[config.mk]
export PLATFORM = sky130hd
export DESIGN_NAME = add_seq
export DESIGN_NICKNAME = d
export VERILOG_FILES = /design/src/rtl/add_pkg.sv /design/src/rtl/add32.sv /design/src/rtl/add_seq.sv
export SDC_FILE = /design/constraint.sdc
export NUM_CORES = 1
export LEC_CHECK = 0
export BUFFER_PORTS_ARGS = -buffer_cell sky130_fd_sc_hd__buf_2
export CORE_MARGIN = 2
export CORE_UTILIZATION = 54
export DETAILED_ROUTE_END_ITERATION = 10
export PLACE_DENSITY = 0.78
export SLEW_MARGIN = 20
export SYNTH_ARGS = -nofsm -noshare
export SYNTH_HDL_FRONTEND = slang
export SYNTH_SLANG_ARGS = --single-unit
[constraint.sdc]
create_clock -name clk -period 17.25 [get_ports clk]
set_clock_uncertainty 0.15 [all_clocks]
set_input_delay 2.5875 -clock clk [delete_from_list [all_inputs] [get_ports clk]]
set_output_delay 2.5875 -clock clk [all_outputs]
set_load 0.03 [all_outputs]
[src/rtl/add_pkg.sv]
// Shared definitions for the sequential multi-limb adder.
// Holds the limb width, the default limb count and the FSM state encoding.
package add_pkg;

    localparam int unsigned LIMB_W     = 32;
    localparam int unsigned NWORDS_DEF = 4;

    typedef logic [1:0] state_t;

    localparam state_t S_IDLE = 2'd0;
    localparam state_t S_RUN  = 2'd1;
    localparam state_t S_DONE = 2'd2;

endpackage

[src/rtl/add32.sv]
// 32-bit carry-lookahead adder: 4-bit lookahead groups chained by group carry.
// Ports:
//   Ain, Bin : 32-bit addends
//   cin      : carry in
//   s        : 32-bit sum
//   cout     : carry out of bit 31
module add32 (
    input  logic [31:0] Ain,
    input  logic [31:0] Bin,
    input  logic        cin,
    output logic [31:0] s,
    output logic        cout
);

    logic [31:0] g;
    logic [31:0] p;
    logic [32:0] c;

    // Per-group lookahead: every carry inside a group is derived from the group's carry-in.
    always_comb begin
        g = Ain & Bin;
        p = Ain ^ Bin;
        c = '0;
        c[0] = cin;
        for (int k = 0; k < 8; k++) begin
            c[4*k+1] = g[4*k] | (p[4*k] & c[4*k]);
            c[4*k+2] = g[4*k+1] | (p[4*k+1] & g[4*k])
                     | (p[4*k+1] & p[4*k] & c[4*k]);
            c[4*k+3] = g[4*k+2] | (p[4*k+2] & g[4*k+1])
                     | (p[4*k+2] & p[4*k+1] & g[4*k])
                     | (p[4*k+2] & p[4*k+1] & p[4*k] & c[4*k]);
            c[4*k+4] = g[4*k+3] | (p[4*k+3] & g[4*k+2])
                     | (p[4*k+3] & p[4*k+2] & g[4*k+1])
                     | (p[4*k+3] & p[4*k+2] & p[4*k+1] & g[4*k])
                     | (p[4*k+3] & p[4*k+2] & p[4*k+1] & p[4*k] & c[4*k]);
        end
    end

    assign s    = p ^ c[31:0];
    assign cout = c[32];

endmodule

[src/rtl/add_seq.sv]
// Sequential NWORDS x 32-bit adder: one add32 is time-shared across the limbs,
// one limb per cycle, starting with limb 0.
// Optional feature: define ADD_SEQ_SUB_EN to add the sub port (A - B).
// Ports:
//   clk, reset           : clock, asynchronous active-high reset
//   in_valid / in_ready  : operand handshake (accepted in IDLE only)
//   a_in, b_in, cin      : operands (limb 0 = bits [31:0]) and carry in
//   sub                  : subtract request (ADD_SEQ_SUB_EN only)
//   out_valid / out_ready: result handshake
//   sum, cout            : result and carry out of the top limb
//   busy                 : operation in progress or result pending
module add_seq
    import add_pkg::*;
#(
    parameter int unsigned NWORDS = NWORDS_DEF
) (
    input  logic                       clk,
    input  logic                       reset,
    input  logic                       in_valid,
    output logic                       in_ready,
    input  logic [LIMB_W*NWORDS-1:0]   a_in,
    input  logic [LIMB_W*NWORDS-1:0]   b_in,
    input  logic                       cin,
`ifdef ADD_SEQ_SUB_EN
    input  logic                       sub,
`endif
    output logic                       out_valid,
    input  logic                       out_ready,
    output logic [LIMB_W*NWORDS-1:0]   sum,
    output logic                       cout,
    output logic                       busy
);

    localparam int unsigned IDX_W = $clog2(NWORDS);
    localparam int unsigned LAST  = NWORDS - 1;

    state_t                         state_q, state_n;
    logic [NWORDS-1:0][LIMB_W-1:0]  a_q, a_n;
    logic [NWORDS-1:0][LIMB_W-1:0]  b_q, b_n;
    logic [NWORDS-1:0][LIMB_W-1:0]  sum_q, sum_n;
    logic [IDX_W-1:0]               idx_q, idx_n;
    logic                           carry_q, carry_n;
    logic                           cout_q, cout_n;
    logic                           in_ready_n, out_valid_n, busy_n;

    logic [LIMB_W-1:0]              add_b;
    logic [LIMB_W-1:0]              add_s;
    logic                           add_co;

`ifdef ADD_SEQ_SUB_EN
    logic                           sub_q, sub_n;

    // Subtraction is A + ~B + 1; the +1 comes from the carry register at acceptance.
    assign add_b = sub_q ? ~b_q[idx_q] : b_q[idx_q];
`else
    assign add_b = b_q[idx_q];
`endif

    add32 u_add32 (
        .Ain  (a_q[idx_q]),
        .Bin  (add_b),
        .cin  (carry_q),
        .s    (add_s),
        .cout (add_co)
    );

    // Next-state and datapath updates.
    always_comb begin
        state_n = state_q;
        a_n     = a_q;
        b_n     = b_q;
        sum_n   = sum_q;
        idx_n   = idx_q;
        carry_n = carry_q;
        cout_n  = cout_q;
`ifdef ADD_SEQ_SUB_EN
        sub_n   = sub_q;
`endif

        case (state_q)
            S_IDLE: begin
                if (in_valid) begin
                    a_n     = a_in;
                    b_n     = b_in;
                    carry_n = cin;
                    idx_n   = '0;
`ifdef ADD_SEQ_SUB_EN
                    sub_n   = sub;
                    if (sub) begin
                        carry_n = 1'b1;
                    end
`endif
                    state_n = S_RUN;
                end
            end
            S_RUN: begin
                sum_n[idx_q] = add_s;
                carry_n      = add_co;
                idx_n        = IDX_W'(idx_q + 1'b1);
                if (idx_q == IDX_W'(LAST)) begin
                    cout_n  = add_co;
                    state_n = S_DONE;
                end
            end
            S_DONE: begin
                if (out_ready) begin
                    state_n = S_IDLE;
                end
            end
            default: begin
                state_n = S_IDLE;
            end
        endcase

        // Handshake flags follow the next state so they are registered with it.
        in_ready_n  = (state_n == S_IDLE);
        out_valid_n = (state_n == S_DONE);
        busy_n      = (state_n != S_IDLE);
    end

    // State and datapath registers.
    always_ff @(posedge clk or posedge reset) begin
        if (reset) begin
            state_q   <= S_IDLE;
            a_q       <= '0;
            b_q       <= '0;
            sum_q     <= '0;
            idx_q     <= '0;
            carry_q   <= 1'b0;
            cout_q    <= 1'b0;
            in_ready  <= 1'b1;
            out_valid <= 1'b0;
            busy      <= 1'b0;
`ifdef ADD_SEQ_SUB_EN
            sub_q     <= 1'b0;
`endif
        end else begin
            state_q   <= state_n;
            a_q       <= a_n;
            b_q       <= b_n;
            sum_q     <= sum_n;
            idx_q     <= idx_n;
            carry_q   <= carry_n;
            cout_q    <= cout_n;
            in_ready  <= in_ready_n;
            out_valid <= out_valid_n;
            busy      <= busy_n;
`ifdef ADD_SEQ_SUB_EN
            sub_q     <= sub_n;
`endif
        end
    end

    assign sum  = sum_q;
    assign cout = cout_q;

endmodule

== After elaboration in Yosys (flattened, before gate mapping) ==
Cells that the tools add are included.
Storage, ports and cells
  register bits: 393
  logic and storage cells: 261
Cells by class
  add/subtract/negate cells: 1
  $lt $le $gt $ge: 2
  equal/unequal tests: 5
  multiplexer cells: 15
  bitwise operators: 211
  reduce and logical (&&, ||, !) cells: 8
Operators by type and width (number)
  $and 1x1->1: 128
  $bmux 32 s2: 2
  $bwmux 128: 1
  $mux 32: 3
  $or 1x1->1: 80
  $demux 32 s2: 1
  $xor 32x32->32: 2
  $and 32x32->32: 1
  $mux 2: 4
  $eq 2x2->1 const B: 3
  $pmux 2 s3: 1
  $reduce_and 2->1: 3
  $logic_not 2->1: 2
  $pmux 2 s2: 1
  $reduce_bool 2->1: 2
  $lt 2x3->1 const B: 1
  $add 2x1->2 const B: 1
  $eq 2x1->1 const B: 1
  $ge 2x1->1 const B: 1
  $ne 2x2->1 const B: 1
  $pmux 1 s2: 1
  $logic_and 1x1->1: 1
  $mux 1: 1

== Depth between registers and ports, before layout ==
Gate-level depths: netlist of the first run.
  depth in word-level cells: 24
  gate-level depth with buffers: 14
  gate-level depth less buffers: 12

== By module ==
From an unflattened synthesis of the first run, not the netlist that was laid out.
Second synthesis, totals
  cell total of the unflattened synthesis: 1085
  area, all modules: 17635.7 µm²
Modules (own cells, without submodules)
  add_seq: instances 1, cells an instance 931, area each 16278.1 µm²
  add32: instances 1, cells an instance 154, area each 1357.6 µm²

== Worst setup path after synthesis of the first run ==
No wires, ideal clock.
  kind: reg2reg
  start point: register idx_q[0]
  end point: register sum_q, in the netlist sum[124]
  library setup time: 0.125 ns
  arrival: 4.220 ns
  required time: 16.975 ns
  slack: 12.755 ns
  cell stages (with the launch flop): 14
  buffers on the path: 3
  clock period less this slack: 4.495 ns
  cell sequence: dfrtp_1 -> buf_2 -> clkbuf_1 -> clkbuf_1 -> mux4_2 -> ha_1 -> a21oi_2 -> o21ai_1 -> a221oi_2 -> a31oi_1 -> or3_4 -> a31o_2 -> fa_1 -> mux2_2
Between the ends
  cells in the longest elaborated chain, start to end: 22
Ends and longest elaborated chain
  start: declaration: line add_seq.sv:41  | logic [IDX_W-1:0] idx_q, idx_n;
  start signal: assignment: line add_seq.sv:142  | idx_q <= idx_n;
  $bmux 32 s2 (on tied branches): line add_seq.sv:60, add_seq.sv:56
  $mux 32 (on tied branches): line add_seq.sv:60, add_seq.sv:56
  $xor 32x32->32 / $and 32x32->32 (equally long branches): line add32.sv:22, add32.sv:21
  $and 1x1->1 (on tied branches)
  $or 1x1->1 (tied with other cells): line add32.sv:32  | c[4*k+4] = g[4*k+3] | (p[4*k+3] & g[4*k+2])
  $or 1x1->1 (tied with other cells): line add32.sv:33  | | (p[4*k+3] & p[4*k+2] & g[4*k+1])
  $or 1x1->1 / $and 1x1->1 (equally long branches): line add32.sv:34, add32.sv:35
  $or 1x1->1: line add32.sv:35  | | (p[4*k+3] & p[4*k+2] & p[4*k+1] & p[4*k] & c[4*k]);
  (+7 left out)
  $or 1x1->1: line add32.sv:35
  $and 1x1->1: line add32.sv:35
  $or 1x1->1: line add32.sv:35
  $and 1x1->1: line add32.sv:35
  $or 1x1->1: line add32.sv:35
  $xor 32x32->32 (*): line add32.sv:39  | assign s = p ^ c[31:0];
  via add_s[28]: line add_seq.sv:47  | logic [LIMB_W-1:0] add_s;
  $bwmux 128 (*): line add_seq.sv:97  | sum_n[idx_q] = add_s;
  end signal: assignment: line add_seq.sv:141  | sum_q <= sum_n;
  end: declaration: line add_seq.sv:40  | logic [NWORDS-1:0][LIMB_W-1:0] sum_q, sum_n;
Mark *: on every way through the listed nets, which the timed path passes. The rest lies on a longest branch. The select of a mux whose other input is x is not followed.
A chain may end at the register's enable or synchronous reset.

== Worst setup path after layout of the first run ==
  start point: register idx_q[0]
  end point: register sum_q, in the netlist sum[29]
Between the ends
  cells in the longest elaborated chain, start to end: 24
Ends and longest elaborated chain
  $bmux 32 s2 (on tied branches): line add_seq.sv:60, add_seq.sv:56
  $mux 32 (on tied branches): line add_seq.sv:60, add_seq.sv:56
  $xor 32x32->32 / $and 32x32->32 (equally long branches): line add32.sv:22, add32.sv:21
  $and 1x1->1 (on tied branches)
  $or 1x1->1 (tied with other cells): line add32.sv:32
  $or 1x1->1 (tied with other cells): line add32.sv:33
  $or 1x1->1 / $and 1x1->1 (equally long branches): line add32.sv:34, add32.sv:35
  $or 1x1->1: line add32.sv:35
  (+8 left out)
  $and 1x1->1: line add32.sv:35
  $or 1x1->1: line add32.sv:35
  $and 1x1->1: line add32.sv:35
  $or 1x1->1: line add32.sv:35
  $and 1x1->1: line add32.sv:26  | c[4*k+1] = g[4*k] | (p[4*k] & c[4*k]);
  $or 1x1->1: line add32.sv:26
  $xor 32x32->32: line add32.sv:39
  $bwmux 128 (*): line add_seq.sv:97
Every way passes the cells marked *; elsewhere a longest branch is shown, timed or not. The select of a mux whose other input is x is not followed.

==> flow_summary.toml, run 1 <==
[clock_network]
cts_resized = 0
h-tree-depth = 2
cts_setup_buffers = 0
cts_root_buffer = "clkbuf_16"
cts_buffers = 41
clk_pin_slew_ns = 0.06
cts_tree = "built"
cts_sinks = 393
clock_path_buffers = 3
cts_hold_buf = 0
insertion_delay_ns = 0.53

[worst_setup_path]
critPathKind = "reg -> reg"
cpPeakStageDelay_ns = 0.85
cpLargestDelayFamily = "compound AO/OA/AOI/OAI gates"
endpoint_kind = "flip-flop"
critPathLaunch = "idx_q[0]$_DFFE_PP0P_"
slowest_stage = "dfrtp_4"
rrSetupSlack_ns = 12.09
worstPathCellList = "buf_4 > mux4_2 > ha_1 > a21oi_2 > o21ai_1 > a221oi_2 > a31oi_1 > or3_4 > a31o_2 > fa_1 > xnor2_1 > o21ai_0"
cp.buffers_inverters = 1
r2r-end = "sum[29]$_DFFE_PP0P_"
r2r_cells = 12
path_max_fanout = 35
critPathLaunchType = "flip-flop"
critPathArrivalTime_ns = 5.39
r2r-start = "idx_q[0]$_DFFE_PP0P_"
cp.required_ns = 17.48

[synthesis]
syn_inst = 1232
synth-edff-count = 0
synth_compound_area_share_pct = 5.61
synthMuxAreaShare_pct = 26.8
async_reset_ff_share_pct = 100
syn_nets = 1537
synth_cell_type_count = 54
yosys_warnings = 0
ys_ff_latch = 393
yosysSeqAreaShare_pct = 56.7
syn_area_um2 = 17400
synth_flop_cell = "dfrtp_1"
synth_fa_ha_area_share_pct = 3.52
yosys.area_share.simple_pct = 4.61
synth_xor_area_share_pct = 0.951
synth_top_family_by_area = "multiplexers"
synth_area_per_cell_um2 = 14.1

[grt]
gr-total-overflow = 0
grt_antenna_before_repair = 20
grt_pass1_vias = 11800
grt_max_degree = 174
track_usage_pct = 26.1
grt_first_pass_wirelength_um = 66600

[placed_design]
place.gp.congestion = 0.815
portBuffers = 392
place_hpwl_um = 31900

[route]
drc = 0
first_pass_iters = 5
drt-initial-drc-count = 681
num_vias = 11500
wirelength_um = 43700
post_drt_via_cell_ratio = 5.59
post_drt_wl_per_cell_um = 21.2
antenna_left = 0

[sta]
final-hold-violation-count = 0
finalCritPeriodShare_pct = 29.9
max_freq_mhz = 194
fin_setup_tns_ns = 0
setup_viol = 0
finalCriticalPeriod_ns = 5.16
slew_headroom_pct = 24.0
drv_slew = 0
grt_setup_unrepaired = "no"
worst_slew_pin_slew_ns = 1.13

[die]
initial_core_util_pct = 54.9
die_w_um = 183
io_pins = 393
die_y_um = 183
dieArea_um2 = 33600
placementRows = 65
core_area_um2 = 31600

[min_path]
hold_start = "sum[38]$_DFFE_PP0P_"
hp-class = "reg -> reg"
min_to = "sum[38]$_DFFE_PP0P_"
hold_path_depth = 2

[outcome]
status = "completed"

[final_layout]
area_growth_pct = 21.8
nNetsFinal = 1911
fillCellCount = 2323
drive_gt1_share_pct = 50.9
layout_commonest_cell = "buf_2"
final_cell_mix = "buf_2 (392), dfrtp_1 (390), mux2_2 (284)"

[flow_run]
drv_cap = 0
worst reg2reg max path: cells and delay by family (launching register included):
kind / cells / cell delay, ns
buffers and inverters: 1 / 0.63
adder cells (fa/ha/maj): 2 / 0.79
XOR/XNOR: 1 / 0.29
AO/OA/AOI/OAI: 6 / 1.24
multiplexers: 1 / 0.61
AND/OR/NAND/NOR: 1 / 0.46
flip-flops: 1 / 0.85
Yosys cell counts, types with 12 or more instances:
cell      number  area (um^2)
dfrtp_1      392         9810
xnor2_1       12          105
o31ai_1       16          120
clkbuf_1      59          221
mux2_2       284         3200
o21ai_0       89          445
ha_1          36          450
nor2_1        18         67.6
inv_1         19         71.3
nand2_1      118          443
a21oi_1       13         65.1
mux4_2        64         1440
per-stage QoR:
stage | utilization, % | setup slack [ns] | hold WS, ns | instances | cell area [um^2]
after floorplan | - | 3.59 | 0.325 | 1232 | 17400
after global placement | 62.2 | 11.96 | 0.306 | 1965 | 19700
after detailed placement | 62.2 | 11.87 | 0.314 | 1965 | 19700
after CTS | 66.6 | 11.99 | 0.328 | 2039 | 21100
after global routing | 66.8 | 11.80 | 0.342 | 2054 | 21100
final | 66.8 | 12.09 | 0.324 | 2059 | 21100
area by class of cell:
cell class	instances	area, um^2	area share (%)
flip-flops and latches	393	9840	46.6
inverters	19	78.8	0.373
multi-input cells	752	7240	34.2
well taps	402	503	2.38
clock inverters	13	155	0.734
clock buffers	61	1230	5.84
diodes	20	50.0	0.237
repair buffers	399	2040	9.65
flip-flops by register name, indices dropped and copies added (netlist names):
register	count
a_q	128
b_q	128
busy	1
carry_q	1
cout	1
idx_q	2
in_ready	1
out_valid	1
state_q	2
sum	128
worst max path at each step:
| stage | to | slack (ns) | cells past startpoint |
|---|---|---|---|
| 6_report | sum[29]$_DFFE_PP0P_ | 12.09 | 12 |
| 5_1_grt | sum[61]$_DFFE_PP0P_ | 11.80 | 12 |
| 4_1_cts | sum[29]$_DFFE_PP0P_ | 11.99 | 12 |
| 3_5_place_dp | a_q[85]$_DFFE_PP0P_ | 11.87 | 5 |
| 3_3_place_gp | a_q[50]$_DFFE_PP0P_ | 11.96 | 5 |
| 2_1_floorplan | a_q[0]$_DFFE_PP0P_ | 3.59 | 1 |
cells by family (layout without fill, tap and decap cells):
family | count (synthesis) | in the layout
flip-flops | 393 | 393
multiplexers | 349 | 349
XOR/XNOR | 18 | 18
AND/OR/NAND/NOR | 180 | 180
adder cells (fa/ha/maj) | 44 | 44
other | 0 | 20
AO/OA/AOI/OAI | 161 | 161
buffers and inverters | 87 | 492
routing by layer:
layer | GRT usage [%] | routed length [um] | up-vias
met5 | 0 | 9 | -
met4 | 8.32 | 1200 | 2
met3 | 6.18 | 2990 | 72
met2 | 41.3 | 20800 | 366
met1 | 36.1 | 18700 | 5814
li1 | - | - | 5256
Power of run 1 is left out: the tool's default activity adds up to more than one toggle a clock period on the data nets, which glitch-free logic cannot reach.
==> run 2: changes to the inputs <==
- clock period: 17.25 -> 5.27 ns (I/O delays scaled with it)
==> run 2 against run 1 <==
Global-route usage is 0.88 points higher. Maximum frequency is 14% higher. Critical path depth is 1 higher. First-iteration DRC count is 5.3% higher. Routed wire length is 3.2% higher. Hold slack worse by 0.20 ns.
==> flow_summary.toml, run 2 (synthesis gave the netlist of run 1 again) <==
[route]
num_vias = 11800
drt-initial-drc-count = 717
antenna_left = 0
drc = 0
first_pass_iters = 6
post_drt_wl_per_cell_um = 21.8
post_drt_via_cell_ratio = 5.72
wirelength_um = 45200

[placed_design]
pre_cts_slack_ns = 0.679
placed_cells = 1984
place.gp.congestion = 0.857
portBuffers = 392
place_hpwl_um = 33700

[grt]
grt_pass1_vias = 12500
grt_first_pass_wirelength_um = 69200
grt_antenna_before_repair = 16
gr-total-overflow = 0
top_usage_layer = "met2"
grt_max_degree = 127
track_usage_pct = 27.0
use_met2_pct = 43.5
grt_use_met1_pct = 35.8
grt_use_met3_pct = 7.03

[die]
die_w_um = 183
core_area_um2 = 31600
initial_core_util_pct = 54.9
placementRows = 65
die_y_um = 183
io_pins = 393
dieArea_um2 = 33600

[clock_network]
clk_pin_slew_ns = 0.06
insertion_delay_ns = 0.53
cts_sinks = 393
cts_hold_buf = 0
cts_root_buffer = "clkbuf_16"
cts_tree = "built"
cts_buffers = 40
h-tree-depth = 2
clock_path_buffers = 3
cts_resized = 0
cts_setup_buffers = 0

[sta]
finalCriticalPeriod_ns = 4.53
worst_slew_pin_slew_ns = 0.911
grt_setup_unrepaired = "no"
slew_headroom_pct = 38.8
finalCritPeriodShare_pct = 86.0
drv_slew = 0
final-hold-violation-count = 0
max_freq_mhz = 221
setup_slack_ns = 0.740
setup_viol = 0

[worst_setup_path]
critPathLaunchType = "flip-flop"
critPathArrivalTime_ns = 4.75
cpPeakStageDelay_ns = 0.63
r2r_cells = 13
endpoint_kind = "flip-flop"
r2r-start = "idx_q[0]$_DFFE_PP0P_"
rrSetupSlack_ns = 0.74
cp.required_ns = 5.49
critPathLaunch = "idx_q[0]$_DFFE_PP0P_"
worstPathCellList = "buf_12 > buf_4 > mux4_2 > ha_1 > nand3_1 > nand2_1 > o211ai_1 > a31oi_1 > or3_4 > a31o_2 > fa_1 > xnor2_1 > o21ai_0"
path_depth = 13
r2r-end = "sum[29]$_DFFE_PP0P_"
slowest_stage = "dfrtp_4"
cp.buffers_inverters = 2
critPathKind = "reg -> reg"
cpLargestDelayFamily = "compound AO/OA/AOI/OAI gates"
path_max_fanout = 19

[final_layout]
final_cell_mix = "buf_2 (392), dfrtp_1 (390), mux2_2 (284)"
fillCellCount = 2332
area_growth_pct = 22.2
layout_commonest_cell = "buf_2"
nNetsFinal = 1930
stdcell_count = 2071
drive_gt1_share_pct = 51.4

[flow_run]
drv_cap = 0

[outcome]
status = "completed"

[min_path]
hp-class = "in -> async"
-- run 2: changes by cell type in the layout (fill, tap and decap cells not counted), moves of 3 or more --
| cell | delta |
|---|---|
| clkinvlp_4 | +4 |
| nand2_4 | -3 |
| diode_2 | -7 |
| nand2_2 | +3 |
| buf_12 | +6 |
| buf_4 | +14 |
-- run 2: metal layers --
| metal | part of all wire (%) | vias to the layer above |
|---|---|---|
| met5 | 0.075 | - |
| met3 | 7.8 | 90 |
| met1 | 41 | 6015 |
| met4 | 3.4 | 4 |
| met2 | 47 | 447 |
| li1 | - | 5286 |
-- run 2: per-stage QoR --
stage	util [%]	hold slack, ns	TNS (ns)	area, um^2
floorplan	-	0.325	-375.36	17400
global placement	62.8	0.305	0	19900
detailed placement	62.8	0.313	0	19900
CTS	66.9	0.324	0	21200
global route	67.0	0.133	0	21200
finish	67.1	0.124	0	21200
-- run 2: final cells by class --
type / count / area, um^2 / share of cell area, %
repair buffers: 419 / 2260 / 10.7
inverters: 19 / 75.1 / 0.354
clock buffers: 59 / 1160 / 5.48
well taps: 402 / 503 / 2.37
diodes: 13 / 32.5 / 0.153
clock inverters: 14 / 114 / 0.537
multi-input cells: 752 / 7220 / 34.0
flip-flops and latches: 393 / 9840 / 46.4
-- run 2: worst max-delay path by stage --
stage / to
after global placement: sum[45]$_DFFE_PP0P_
after floorplan: a_q[0]$_DFFE_PP0P_
final: sum[29]$_DFFE_PP0P_
after CTS: sum[29]$_DFFE_PP0P_
after global routing: sum[77]$_DFFE_PP0P_
after detailed placement: sum[29]$_DFFE_PP0P_
Power of run 2 is left out for the same reason.
